$ cat src/rtl/next_pc_unit_if.sv
// Fetch-side port bundle for next_pc_unit.
// slave  : the PC unit (consumes control events, drives PC state outputs).
// master : the pipeline/controller driving events and observing PC state.
// Signals:
//   stall, redir_valid, redir_sel, imm_i, disp_d, rs_val, exc_req, rti, halt  (master -> slave)
//   pc, pc_plus, epc, in_handler, halted, err                                 (slave -> master)
interface next_pc_unit_if #(
    parameter int unsigned WIDTH  = 16,
    parameter int unsigned IMM_W  = 8,
    parameter int unsigned DISP_W = 11
);
    logic              stall;
    logic              redir_valid;
    logic [1:0]        redir_sel;
    logic [IMM_W-1:0]  imm_i;
    logic [DISP_W-1:0] disp_d;
    logic [WIDTH-1:0]  rs_val;
    logic              exc_req;
    logic              rti;
    logic              halt;
    logic [WIDTH-1:0]  pc;
    logic [WIDTH-1:0]  pc_plus;
    logic [WIDTH-1:0]  epc;
    logic              in_handler;
    logic              halted;
    logic              err;

    modport slave (
        input  stall, redir_valid, redir_sel, imm_i, disp_d, rs_val, exc_req, rti, halt,
        output pc, pc_plus, epc, in_handler, halted, err
    );

    modport master (
        output stall, redir_valid, redir_sel, imm_i, disp_d, rs_val, exc_req, rti, halt,
        input  pc, pc_plus, epc, in_handler, halted, err
    );
endinterface

$ cat src/rtl/next_pc_unit.sv
// Program-counter unit for the fetch stage. Holds PC and EPC, selects the next fetch
// address (sequential, PC-relative, register-relative, exception vector, return from
// exception) and tracks RUN / HANDLER / HALTED with a single-level exception state.
// Ports:
//   clk   : rising-edge clock
//   rst_n : asynchronous active-low reset
//   bus   : next_pc_unit_if.slave (control events in, pc/pc_plus/epc/status out)
module next_pc_unit #(
    parameter int unsigned WIDTH       = 16,
    parameter int unsigned IMM_W       = 8,
    parameter int unsigned DISP_W      = 11,
    parameter int unsigned INSTR_BYTES = 2,
    parameter int unsigned RESET_PC    = 0,
    parameter int unsigned EXC_VECTOR  = 2
) (
    input  logic           clk,
    input  logic           rst_n,
    next_pc_unit_if.slave  bus
);

    typedef enum logic [1:0] {StRun, StHandler, StHalted} state_e;

    state_e           state_q, state_d;
    logic [WIDTH-1:0] pc_q, pc_d;
    logic [WIDTH-1:0] epc_q, epc_d;
    logic             err_q, err_d;

    logic [WIDTH-1:0] pc_plus;
    logic [WIDTH-1:0] imm_sext;
    logic [WIDTH-1:0] disp_sext;
    logic [WIDTH-1:0] redir_target;
    logic             redir_illegal;
    logic [WIDTH-1:0] flow_pc;
    logic             flow_err;

    assign pc_plus   = pc_q + WIDTH'(INSTR_BYTES);
    assign imm_sext  = {{(WIDTH-IMM_W){bus.imm_i[IMM_W-1]}}, bus.imm_i};
    assign disp_sext = {{(WIDTH-DISP_W){bus.disp_d[DISP_W-1]}}, bus.disp_d};

    always_comb begin
        redir_target  = pc_plus;
        redir_illegal = 1'b0;
        case (bus.redir_sel)
            2'b00:   redir_target = pc_plus + imm_sext;
            2'b01:   redir_target = pc_plus + disp_sext;
            2'b10:   redir_target = bus.rs_val + imm_sext;
            default: redir_illegal = 1'b1;  // reserved encoding falls through to sequential
        endcase
    end

    // Redirect-or-sequential outcome, shared by RUN and HANDLER.
    always_comb begin
        flow_pc  = pc_plus;
        flow_err = 1'b0;
        if (bus.redir_valid) begin
            flow_pc  = redir_target;
            flow_err = redir_illegal;
        end
    end

    always_comb begin
        state_d = state_q;
        pc_d    = pc_q;
        epc_d   = epc_q;
        err_d   = 1'b0;
        if (!bus.stall) begin
            case (state_q)
                StRun: begin
                    if (bus.exc_req) begin
                        pc_d    = WIDTH'(EXC_VECTOR);
                        epc_d   = pc_plus;
                        state_d = StHandler;
                    end else if (bus.halt) begin
                        state_d = StHalted;
                    end else if (bus.rti) begin
                        pc_d  = pc_plus;
                        err_d = 1'b1;
                    end else begin
                        pc_d  = flow_pc;
                        err_d = flow_err;
                    end
                end
                StHandler: begin
                    // No nesting: a new exception is flagged and the next event still runs.
                    if (bus.halt) begin
                        state_d = StHalted;
                    end else if (bus.rti) begin
                        pc_d    = epc_q;
                        state_d = StRun;
                    end else begin
                        pc_d  = flow_pc;
                        err_d = flow_err;
                    end
                    if (bus.exc_req) begin
                        err_d = 1'b1;
                    end
                end
                default: ;  // HALTED: frozen until reset
            endcase
        end
    end

    always_ff @(posedge clk or negedge rst_n) begin
        if (!rst_n) begin
            state_q <= StRun;
            pc_q    <= WIDTH'(RESET_PC);
            epc_q   <= '0;
            err_q   <= 1'b0;
        end else begin
            state_q <= state_d;
            pc_q    <= pc_d;
            epc_q   <= epc_d;
            err_q   <= err_d;
        end
    end

    assign bus.pc         = pc_q;
    assign bus.pc_plus    = pc_plus;
    assign bus.epc        = epc_q;
    assign bus.in_handler = (state_q == StHandler);
    assign bus.halted     = (state_q == StHalted);
    assign bus.err        = err_q;

endmodule

$ cat src/flat_wrapper.sv
// flat-port wrapper written by rule: the top's interface ports become plain ports
module next_pc_unit_flat 
#(
    parameter int unsigned WIDTH       = 16,
    parameter int unsigned IMM_W       = 8,
    parameter int unsigned DISP_W      = 11,
    parameter int unsigned INSTR_BYTES = 2,
    parameter int unsigned RESET_PC    = 0,
    parameter int unsigned EXC_VECTOR  = 2
)
  (clk, rst_n, bus_stall, bus_redir_valid, bus_redir_sel, bus_imm_i, bus_disp_d, bus_rs_val, bus_exc_req, bus_rti, bus_halt, bus_pc, bus_pc_plus, bus_epc, bus_in_handler, bus_halted, bus_err);
  next_pc_unit_if #(.WIDTH(WIDTH), .IMM_W(IMM_W), .DISP_W(DISP_W)) bus_i ();
  input  logic clk;
  input  logic rst_n;
  input wire logic [$bits(bus_i.stall)-1:0] bus_stall;
  input wire logic [$bits(bus_i.redir_valid)-1:0] bus_redir_valid;
  input wire logic [$bits(bus_i.redir_sel)-1:0] bus_redir_sel;
  input wire logic [$bits(bus_i.imm_i)-1:0] bus_imm_i;
  input wire logic [$bits(bus_i.disp_d)-1:0] bus_disp_d;
  input wire logic [$bits(bus_i.rs_val)-1:0] bus_rs_val;
  input wire logic [$bits(bus_i.exc_req)-1:0] bus_exc_req;
  input wire logic [$bits(bus_i.rti)-1:0] bus_rti;
  input wire logic [$bits(bus_i.halt)-1:0] bus_halt;
  output wire logic [$bits(bus_i.pc)-1:0] bus_pc;
  output wire logic [$bits(bus_i.pc_plus)-1:0] bus_pc_plus;
  output wire logic [$bits(bus_i.epc)-1:0] bus_epc;
  output wire logic [$bits(bus_i.in_handler)-1:0] bus_in_handler;
  output wire logic [$bits(bus_i.halted)-1:0] bus_halted;
  output wire logic [$bits(bus_i.err)-1:0] bus_err;
  assign bus_i.stall = bus_stall;
  assign bus_i.redir_valid = bus_redir_valid;
  assign bus_i.redir_sel = bus_redir_sel;
  assign bus_i.imm_i = bus_imm_i;
  assign bus_i.disp_d = bus_disp_d;
  assign bus_i.rs_val = bus_rs_val;
  assign bus_i.exc_req = bus_exc_req;
  assign bus_i.rti = bus_rti;
  assign bus_i.halt = bus_halt;
  assign bus_pc = bus_i.pc;
  assign bus_pc_plus = bus_i.pc_plus;
  assign bus_epc = bus_i.epc;
  assign bus_in_handler = bus_i.in_handler;
  assign bus_halted = bus_i.halted;
  assign bus_err = bus_i.err;
  next_pc_unit #(.WIDTH(WIDTH), .IMM_W(IMM_W), .DISP_W(DISP_W), .INSTR_BYTES(INSTR_BYTES), .RESET_PC(RESET_PC), .EXC_VECTOR(EXC_VECTOR)) u_core (.clk(clk), .rst_n(rst_n), .bus(bus_i));
endmodule
$ cat config.mk
export PLATFORM = sky130hd
export DESIGN_NAME = next_pc_unit_flat
export DESIGN_NICKNAME = d
export VERILOG_FILES = /design/src/rtl/next_pc_unit_if.sv /design/src/rtl/next_pc_unit.sv /design/src/flat_wrapper.sv
export SDC_FILE = /design/constraint.sdc
export NUM_CORES = 1
export LEC_CHECK = 0
export BUFFER_PORTS_ARGS = -buffer_cell sky130_fd_sc_hd__buf_2
export CAP_MARGIN = 5
export CORE_ASPECT_RATIO = 0.7
export CORE_MARGIN = 10
export CORE_UTILIZATION = 30
export DETAILED_ROUTE_END_ITERATION = 8
export HOLD_SLACK_MARGIN = 0.03
export PLACE_DENSITY_LB_ADDON = 0.05
export SYNTH_ARGS = -nofsm -noshare
export SYNTH_HDL_FRONTEND = slang
export SYNTH_SLANG_ARGS = --single-unit
$ cat constraint.sdc
create_clock -name clk -period 3.8 [get_ports clk]
set_clock_uncertainty 0.15 [all_clocks]
set_input_delay 0.76 -clock clk [delete_from_list [all_inputs] [get_ports clk]]
set_output_delay 0.76 -clock clk [all_outputs]
set_load 0.05 [all_outputs]
==> impl_metrics.py, run 1 <==
metrics = {
    "floorplanning": {
        "fp.dieH_um": 117.2,
        "initial_core_util_pct": 30.70,
        "die-area_um2": 18610,
        "core_um2": 13180,
        "io_pins": 95,
        "die-width_um": 158.8,
        "rows": 35,
    },
    "routing": {
        "vias_per_cell": 5.363,
        "wire_per_inst_um": 20.53,
        "wl_mm": 16.82,
        "remaining_drc_errors": 0,
        "postRouteAntennaNets": 0,
        "drt_pre_antenna_iters": 5,
        "drt_iter0_drc": 446,
        "vias": 4392,
    },
    "yosys": {
        "async_flop_share_pct": 100.0,
        "synthesis.area_um2": 4046,
        "synth-seq-cells": 35,
        "synth-main-ff-cell": "dfrtp_1",
        "synth_edf_count": 0,
        "ys_types": 69,
        "yosysSeqAreaShare_pct": 21.65,
        "yosysTopAreaCell": "dfrtp_1",
        "syn_avg_cell_area_um2": 7.678,
        "netlist_top_cells_area": "dfrtp_1 22%, ha_1 10%, a21oi_1 8.9%, xnor2_1 5.4%, nor2_1 5.1%",
        "syn_nets": 606,
        "synthCells": 527,
        "synth.top_cell.area_share_pct": 21.65,
        "yosysWarnings": 0,
    },
    "clock_tree": {
        "clk_pin_slew_ns": 0.06,
        "clock_latency_ns": 0.29,
        "cts.path.max_buffers": 2,
        "cts_resized": 0,
        "clock-sinks": 35,
        "post_cts_buffers": 0,
        "htreeDepth": 2,
        "cts_tree": "done",
        "hold_buffers": 0,
        "cts-root-buf": "clkbuf_16",
        "cts_buffers": 5,
    },
    "global_route": {
        "grt_max_degree": 36,
        "overflow": 0,
        "grt_antenna_before_repair": 0,
        "track_usage_pct": 17.77,
        "use_met3_pct": 4.263,
        "grt_pass1_wl_mm": 25.76,
        "use_met1_pct": 25.48,
        "grt_pass1_vias": 4273,
        "gr-max-usage-layer": "met2",
        "grtUsageMet2_pct": 26.48,
    },
    "timing": {
        "slew_viol_final": 0,
        "hold_violations": 0,
        "fmax_mhz": 282.6,
        "worst_slack_ns": 0.2618,
        "finalCritPeriodShare_pct": 93.11,
        "setup_violations": 0,
        "slew_headroom_pct": 39.63,
        "tns_ns": 0,
        "rsz0062_at_grt": "no",
        "min_period_ns": 3.538,
        "worstMarginPinSlew_ns": 0.9056,
    },
    "layout": {
        "diodes": 0,
        "final_layout_size_suffix_gt1_share_pct": 23.82,
        "nets": 712,
        "final.fill_count": 1447,
        "ff_latch_area_um2": 877.1,
        "multi_input_area_um2": 2938,
        "area_growth_pct": 23.47,
        "final_cells": 819,
    },
    "power": {
        "power_density_nw_per_um2": 296.6,
        "p_leak_nw": 2.308,
        "ir_worst_vdd_mv": 0.1693,
    },
    "setup_path": {
        "timing_worst_setup_path_type": "flip-flop to flip-flop",
        "worst_ep_arrival_time_ns": 3.56,
        "critPathLaunchType": "flip-flop",
        "end_kind": "flip-flop",
        "crit_required_ns": 3.82,
        "crit_fanout": 9,
    },
    "place": {
        "portBuffers": 94,
        "place_congestion": 0.9429,
        "dp.cells": 811,
        "pre_cts_slack_ns": 0.1911,
        "hpwl_mm": 13.79,
    },
    "run": {
        "max_cap_viol_count": 0,
    },
    "hold_path": {
        "hold_class": "flip-flop to flip-flop",
    },
    "outcome": {
        "status": "finished clean",
    },
}
-- layout make-up --
class                           count  area share [%]
Timing Repair Buffer              122           13.62
Inverter                           30           2.254
Multi-Input combinational cell    439           58.80
Sequential cell                    35           17.56
Tap cell                          185           4.633
Clock buffer                        8           3.130
-- routing by layer --
metal,share of wire [%],up-vias,routed length [um]
met5,0,-,0
met4,1.1,0,183
met3,6.4,10,1083
met2,42,157,7091
met1,50,2074,8457
li1,-,2151,-
-- cell usage after synthesis, types with 5 or more instances --
| library cell | instances |
|---|---|
| ha_1 | 33 |
| o221ai_1 | 9 |
| a211oi_1 | 5 |
| and2_1 | 5 |
| xnor2_1 | 25 |
| o22ai_1 | 7 |
| nand2b_1 | 7 |
| nand3_1 | 13 |
| a21oi_1 | 72 |
| o31ai_1 | 5 |
| o21ai_0 | 32 |
| nand2_1 | 44 |
| xor2_1 | 14 |
| a31oi_1 | 5 |
| nor3_1 | 12 |
| a221oi_1 | 10 |
| clkbuf_1 | 11 |
| dfrtp_1 | 35 |
| o21a_1 | 6 |
| inv_1 | 29 |
| nor2_1 | 55 |
| mux2_2 | 6 |
| or3_1 | 5 |
| a21o_1 | 5 |
| nand4_1 | 5 |
-- worst paths after layout --
| kind | cells after the start | slack (ns) | start | endpoint |
|---|---|---|---|---|
| worst max-delay path | 11 | 0.26 | u_core.bus.pc[1] | u_core.bus.pc[14] |
| worst min-delay path | 1 | 0.38 | u_core.state_q[1] | u_core.bus.err |
| worst max register to register | 11 | 0.26 | u_core.bus.pc[1] | u_core.bus.pc[14] |
| worst min register to register | 1 | 0.38 | u_core.state_q[1] | u_core.bus.err |
| max in group asynchronous | 1 | 2.44 | rst_n | u_core.bus.pc[1] |
| min in group asynchronous | 1 | 0.44 | rst_n | u_core.bus.epc[0] |
-- state kept, by name, summed over array words and instances, names as in the netlist --
signal,flops
u_core.bus.pc,16
u_core.bus.err,1
u_core.state_q,2
u_core.bus.epc,16
-- report_power, final --
part | switching (mW) | total [mW] | internal [mW]
registers | 0.0295 | 0.418 | 0.389
logic | 0.395 | 0.616 | 0.220
clock network | 0.169 | 0.448 | 0.280
-- cell usage in the layout (no fill, tap or decap), drive strengths merged, types with 7 or more instances in the layout --
master,netlist,routed
a221oi,10,10
o22ai,7,7
o21ai,33,33
o221ai,10,10
nor3,13,13
nand2,44,44
ha,33,33
clkbuf,12,8
buf,11,122
nand3,14,14
nor2,56,56
nand2b,7,7
a21oi,73,73
inv,30,30
xor2,14,14
xnor2,26,26
dfrtp,35,35
-- critical path, stage by stage (launching register included) --
cell and delay [ns]:
dfrtp_2 0.48, ha_1 0.36, nand3_1 0.13, xor2_1 0.18, inv_1 0.13, ha_1 0.39, a2111oi_1 0.39, a21oi_1 0.25
and4_1 0.29, or3_1 0.34, a211oi_1 0.25, nor3_1 0.07
-- cell families (layout without fill, tap and decap cells) --
logic type	Yosys count	after routing	synth area share, %
and+or+nand+nor	172	172	20.78
AOI/OAI and AO/OA	185	185	29.47
DFF	35	35	21.65
buffers and inverters	53	160	6.153
xor gates and xnor gates	40	40	8.844
muxes	7	7	1.917
adders and majority gates	35	35	11.19
-- metrics by stage --
step           util [%]  total power [mW]  hold slack [ns]  cell area [um2]
6_report          37.90             1.482           0.3785             4996
5_1_grt           37.90             1.573           0.4063             4996
4_1_cts           37.78             1.490           0.3778             4980
3_5_place_dp      36.59             1.035           0.3677             4823
3_3_place_gp      36.59             1.036           0.3604             4823
2_1_floorplan         -            0.8426           0.3144             4048
(Power assumes the default switching activity.)
==> run 2, diff against run 1 <==
- PLACE_DENSITY: default -> 0.51
- PLACE_DENSITY_LB_ADDON: 0.05 -> default
==> impl_metrics.py, run 2 (synthesized netlist as in run 1, its figures left out) <==
metrics = {
    "outcome": {
        "status": "finished clean",
    },
    "setup_path": {
        "timing_worst_setup_path_type": "flip-flop to flip-flop",
        "crit_required_ns": 3.83,
        "worst_ep_arrival_time_ns": 3.61,
        "crit_fanout": 8,
        "critPathLaunchType": "flip-flop",
        "end_kind": "flip-flop",
    },
    "floorplanning": {
        "core_um2": 13180,
        "io_pins": 95,
        "initial_core_util_pct": 30.70,
        "die-width_um": 158.8,
        "fp.dieH_um": 117.2,
        "die-area_um2": 18610,
        "rows": 35,
    },
    "clock_tree": {
        "cts.path.max_buffers": 2,
        "clock_latency_ns": 0.29,
        "hold_buffers": 0,
        "cts_tree": "done",
        "clk_pin_slew_ns": 0.06,
        "cts_resized": 0,
        "post_cts_buffers": 0,
        "cts_buffers": 5,
        "cts-root-buf": "clkbuf_16",
        "clock-sinks": 35,
        "htreeDepth": 2,
    },
    "timing": {
        "fmax_mhz": 279.0,
        "slew_viol_final": 0,
        "worst_slack_ns": 0.2152,
        "min_period_ns": 3.585,
        "finalHoldWorstSlack_ns": 0.3633,
        "setup_violations": 0,
        "worstMarginPinSlew_ns": 0.9052,
        "rsz0062_at_grt": "no",
        "finalCritPeriodShare_pct": 94.34,
        "tns_ns": 0,
        "slew_headroom_pct": 39.65,
        "hold_violations": 0,
    },
    "routing": {
        "vias_per_cell": 5.520,
        "wl_mm": 16.56,
        "wl_met3_mm": 1.172,
        "postRouteAntennaNets": 0,
        "routedLengthMet1_mm": 8.545,
        "highest_layer": "met4",
        "wire_per_inst_um": 20.35,
        "wl_met2_mm": 6.632,
        "drt_pre_antenna_iters": 5,
        "remaining_drc_errors": 0,
        "vias": 4493,
        "drt_iter0_drc": 491,
    },
    "run": {
        "max_cap_viol_count": 0,
    },
    "global_route": {
        "overflow": 0,
        "grt_pass1_wl_mm": 25.53,
        "grt_max_degree": 36,
        "grt_pass1_vias": 4228,
        "track_usage_pct": 17.50,
        "grt_antenna_before_repair": 0,
    },
    "layout": {
        "mostFrequentLayoutCells": "94 x buf_2, 72 x a21oi_1, 55 x nor2_1",
        "final_layout_size_suffix_gt1_share_pct": 23.05,
        "final_cell_area_um2": 4979,
        "layout_commonest_cell": "buf_2",
        "area_growth_pct": 23.04,
        "final_cells": 814,
        "finish.utilization_pct": 37.77,
        "diodes": 0,
        "nets": 707,
    },
    "power": {
        "fin_total_pwr_mw": 1.598,
        "p_leak_nw": 2.295,
        "power_density_nw_per_um2": 321.0,
        "ir_worst_vdd_mv": 0.1652,
    },
    "place": {
        "hpwl_mm": 13.45,
        "portBuffers": 94,
        "pre_cts_slack_ns": 0.2144,
        "place_congestion": 0.9307,
        "dp.cells": 806,
        "dpl_cell_area_um2": 4786,
    },
    "hold_path": {
        "hold_class": "flip-flop to flip-flop",
    },
}
run 2: cell types whose count changed in the layout (fill, tap and decap cells not counted), moves of 2 or more:
cell and change:
clkbuf_8 -2, xor2_2 -2, buf_4 -5, xor2_1 +2, bufinv_16 +2
run 2: area by class of cell:
| type | instances | area, um2 |
|---|---|---|
| multi-input cells | 439 | 2922 |
| well taps | 185 | 231.5 |
| repair buffers | 117 | 643.1 |
| clock inverters | 3 | 67.56 |
| clock buffers | 5 | 125.1 |
| inverters | 30 | 112.6 |
| fillers | 1412 | 8203 |
| flip-flops and latches | 35 | 877.1 |
run 2: per-layer routing:
metal	vias to the layer above	global-route usage (%)
met1	2165	26.01
met4	0	3.727
met5	-	0
met3	17	4.228
met2	168	24.61
li1	2143	-
run 2: path summary, 6_finish.rpt:
check                                  startpoint           endpoint  slack (ns)  cells past startpoint
worst max-delay path             u_core.bus.pc[4]  u_core.bus.pc[14]        0.22                     11
worst min-delay path            u_core.state_q[1]     u_core.bus.err        0.36                      1
worst max register to register   u_core.bus.pc[4]  u_core.bus.pc[14]        0.22                     11
worst min register to register  u_core.state_q[1]     u_core.bus.err        0.36                      1
max in group asynchronous                   rst_n   u_core.bus.pc[1]        2.44                      1
min in group asynchronous                   rst_n  u_core.bus.epc[3]        0.44                      1
run 2: critical path, stage by stage (launching register included):
cell and delay (ns):
dfrtp_1 0.50, and4_2 0.30, nand3_1 0.15, xor2_1 0.43, inv_1 0.20, ha_1 0.39, and2_1 0.22, and3_1 0.21
and4_1 0.20, or3_1 0.38, a211oi_1 0.26, nor3_1 0.07
run 2: where the power goes:
group          internal, mW  leakage, nW  total, mW  switching (mW)
Sequential            0.388        0.450      0.416          0.0275
Clock                 0.377       0.0900      0.565           0.189
Combinational         0.219         1.76      0.617           0.399
==> run 3, diff against run 2 <==
- PLACE_DENSITY: 0.51 -> 0.47
==> impl_metrics.py, run 3 (synthesized netlist as in run 1, its figures left out) <==
metrics = {
    "clock_tree": {
        "clock-sinks": 35,
        "cts_tree": "done",
        "cts-root-buf": "clkbuf_16",
        "htreeDepth": 2,
        "clk_pin_slew_ns": 0.06,
        "cts.path.max_buffers": 2,
        "hold_buffers": 0,
        "clock_latency_ns": 0.30,
        "cts_buffers": 5,
    },
    "power": {
        "p_leak_nw": 2.310,
        "ir_worst_vdd_mv": 0.1524,
        "power_density_nw_per_um2": 318.3,
    },
    "hold_path": {
        "hold_depth": 1,
        "hp-start": "u_core.state_q[1]",
        "whs_endpoint": "u_core.bus.err",
        "hold_class": "flip-flop to flip-flop",
    },
    "floorplanning": {
        "core_um2": 13180,
        "rows": 35,
        "io_pins": 95,
        "die-width_um": 158.8,
        "fp.dieH_um": 117.2,
        "initial_core_util_pct": 30.70,
        "die-area_um2": 18610,
    },
    "routing": {
        "postRouteAntennaNets": 0,
        "wire_per_inst_um": 20.68,
        "drt_iter0_drc": 407,
        "vias_per_cell": 5.520,
        "wl_mm": 16.89,
        "drt_pre_antenna_iters": 5,
        "remaining_drc_errors": 0,
        "vias": 4510,
    },
    "layout": {
        "mostFrequentLayoutCells": "94 x buf_2, 72 x a21oi_1, 55 x nor2_1",
        "final_cells": 817,
        "area_growth_pct": 24.46,
        "diodes": 0,
        "nets": 710,
        "finish.utilization_pct": 38.21,
        "ff_latch_area_um2": 879.6,
        "multi_input_area_um2": 2954,
        "final_layout_size_suffix_gt1_share_pct": 24.53,
        "layout_commonest_cell": "buf_2",
        "final.fill_count": 1429,
    },
    "setup_path": {
        "r2r_slack_ns": 0.19,
        "end_kind": "flip-flop",
        "crit_fanout": 7,
        "timing.rr.end": "u_core.bus.pc[14]",
        "crit_chain": "ha_2, nand3_1, xor2_2, inv_1, ha_1, a2111oi_0, a21oi_1, and4_1, or3_1, a211oi_1, nor3_1",
        "path_delay_family": "compound AO/OA/AOI/OAI gates",
        "critPathLaunchType": "flip-flop",
        "slowest_delay_ns": 0.42,
        "r2r_cells": 11,
        "worst_ep_arrival_time_ns": 3.63,
        "crit_required_ns": 3.82,
        "slowest_stage": "dfrtp_1",
        "r2r_start": "u_core.bus.pc[2]",
        "cp_num_buf_inv": 1,
        "timing_worst_setup_path_type": "flip-flop to flip-flop",
    },
    "global_route": {
        "grt_antenna_before_repair": 0,
        "track_usage_pct": 17.60,
        "grt_pass1_vias": 4338,
        "overflow": 0,
        "grt_max_degree": 36,
        "grt_pass1_wl_mm": 25.62,
    },
    "timing": {
        "setup_violations": 0,
        "tns_ns": 0,
        "rsz0062_at_grt": "no",
        "slew_headroom_pct": 40.26,
        "worstMarginPinSlew_ns": 0.8961,
        "finalHoldWorstSlack_ns": 0.3654,
        "finalCritPeriodShare_pct": 94.89,
        "fmax_mhz": 277.3,
        "slew_viol_final": 0,
        "min_period_ns": 3.606,
        "hold_violations": 0,
    },
    "place": {
        "dp.cells": 809,
        "hpwl_mm": 13.81,
        "portBuffers": 94,
        "place_congestion": 0.9063,
    },
    "outcome": {
        "status": "finished clean",
    },
    "run": {
        "max_cap_viol_count": 0,
    },
}
-- run 3: report_power, final --
| part | switching [mW] | total, mW | internal (mW) |
|---|---|---|---|
| clock | 0.190 | 0.567 | 0.377 |
| sequential | 0.0274 | 0.416 | 0.389 |
| combinational | 0.398 | 0.620 | 0.222 |
-- run 3: repair_timing --
action / in CTS / in global routing
setup buffers: 0 / 0
gates resized for setup: 0 / 7
endpoints found under the hold margin: 0 / 0
endpoints found under the setup margin: 0 / 3
-- run 3: routing by layer --
layer	up-vias	part of all wire (%)	track usage (%)	wire length, um
li1	2143	-	-	-
met1	2151	51	25.65	8653
met2	194	40	25.14	6724
met3	22	7.0	3.878	1180
met4	0	2.0	5.031	335
met5	-	0	0	0
-- run 3: worst max-delay path by stage --
stage,start,end,slack [ns],depth (start not counted)
3_3_place_gp,u_core.bus.pc[2],u_core.bus.pc[14],0.11,11
6_report,u_core.bus.pc[2],u_core.bus.pc[14],0.19,11
4_1_cts,u_core.bus.pc[2],u_core.bus.pc[14],0.04,11
5_1_grt,u_core.bus.pc[2],u_core.bus.pc[14],0.004,11
3_5_place_dp,u_core.bus.pc[2],u_core.bus.pc[14],0.05,11
2_1_floorplan,u_core.bus.pc[2],u_core.bus.pc[14],0.09,12
-- run 3: area by class of cell --
type / count / share of cell area (%)
clock buffers: 5 / 2.484
clock inverters: 3 / 1.342
inverters: 30 / 2.236
multi-input cells: 439 / 58.66
flip-flops and latches: 35 / 17.47
well taps: 185 / 4.596
repair buffers: 120 / 13.22
-- run 3: metrics by stage --
stage | area [um2] | total power [mW] | setup slack, ns
finish | 5036 | 1.603 | 0.1942
detailed placement | 4808 | 1.035 | 0.04700
CTS | 5001 | 1.601 | 0.04383
floorplan | 4048 | 0.8426 | 0.09208
global placement | 4808 | 1.032 | 0.1127
global route | 5036 | 1.688 | 0.004320
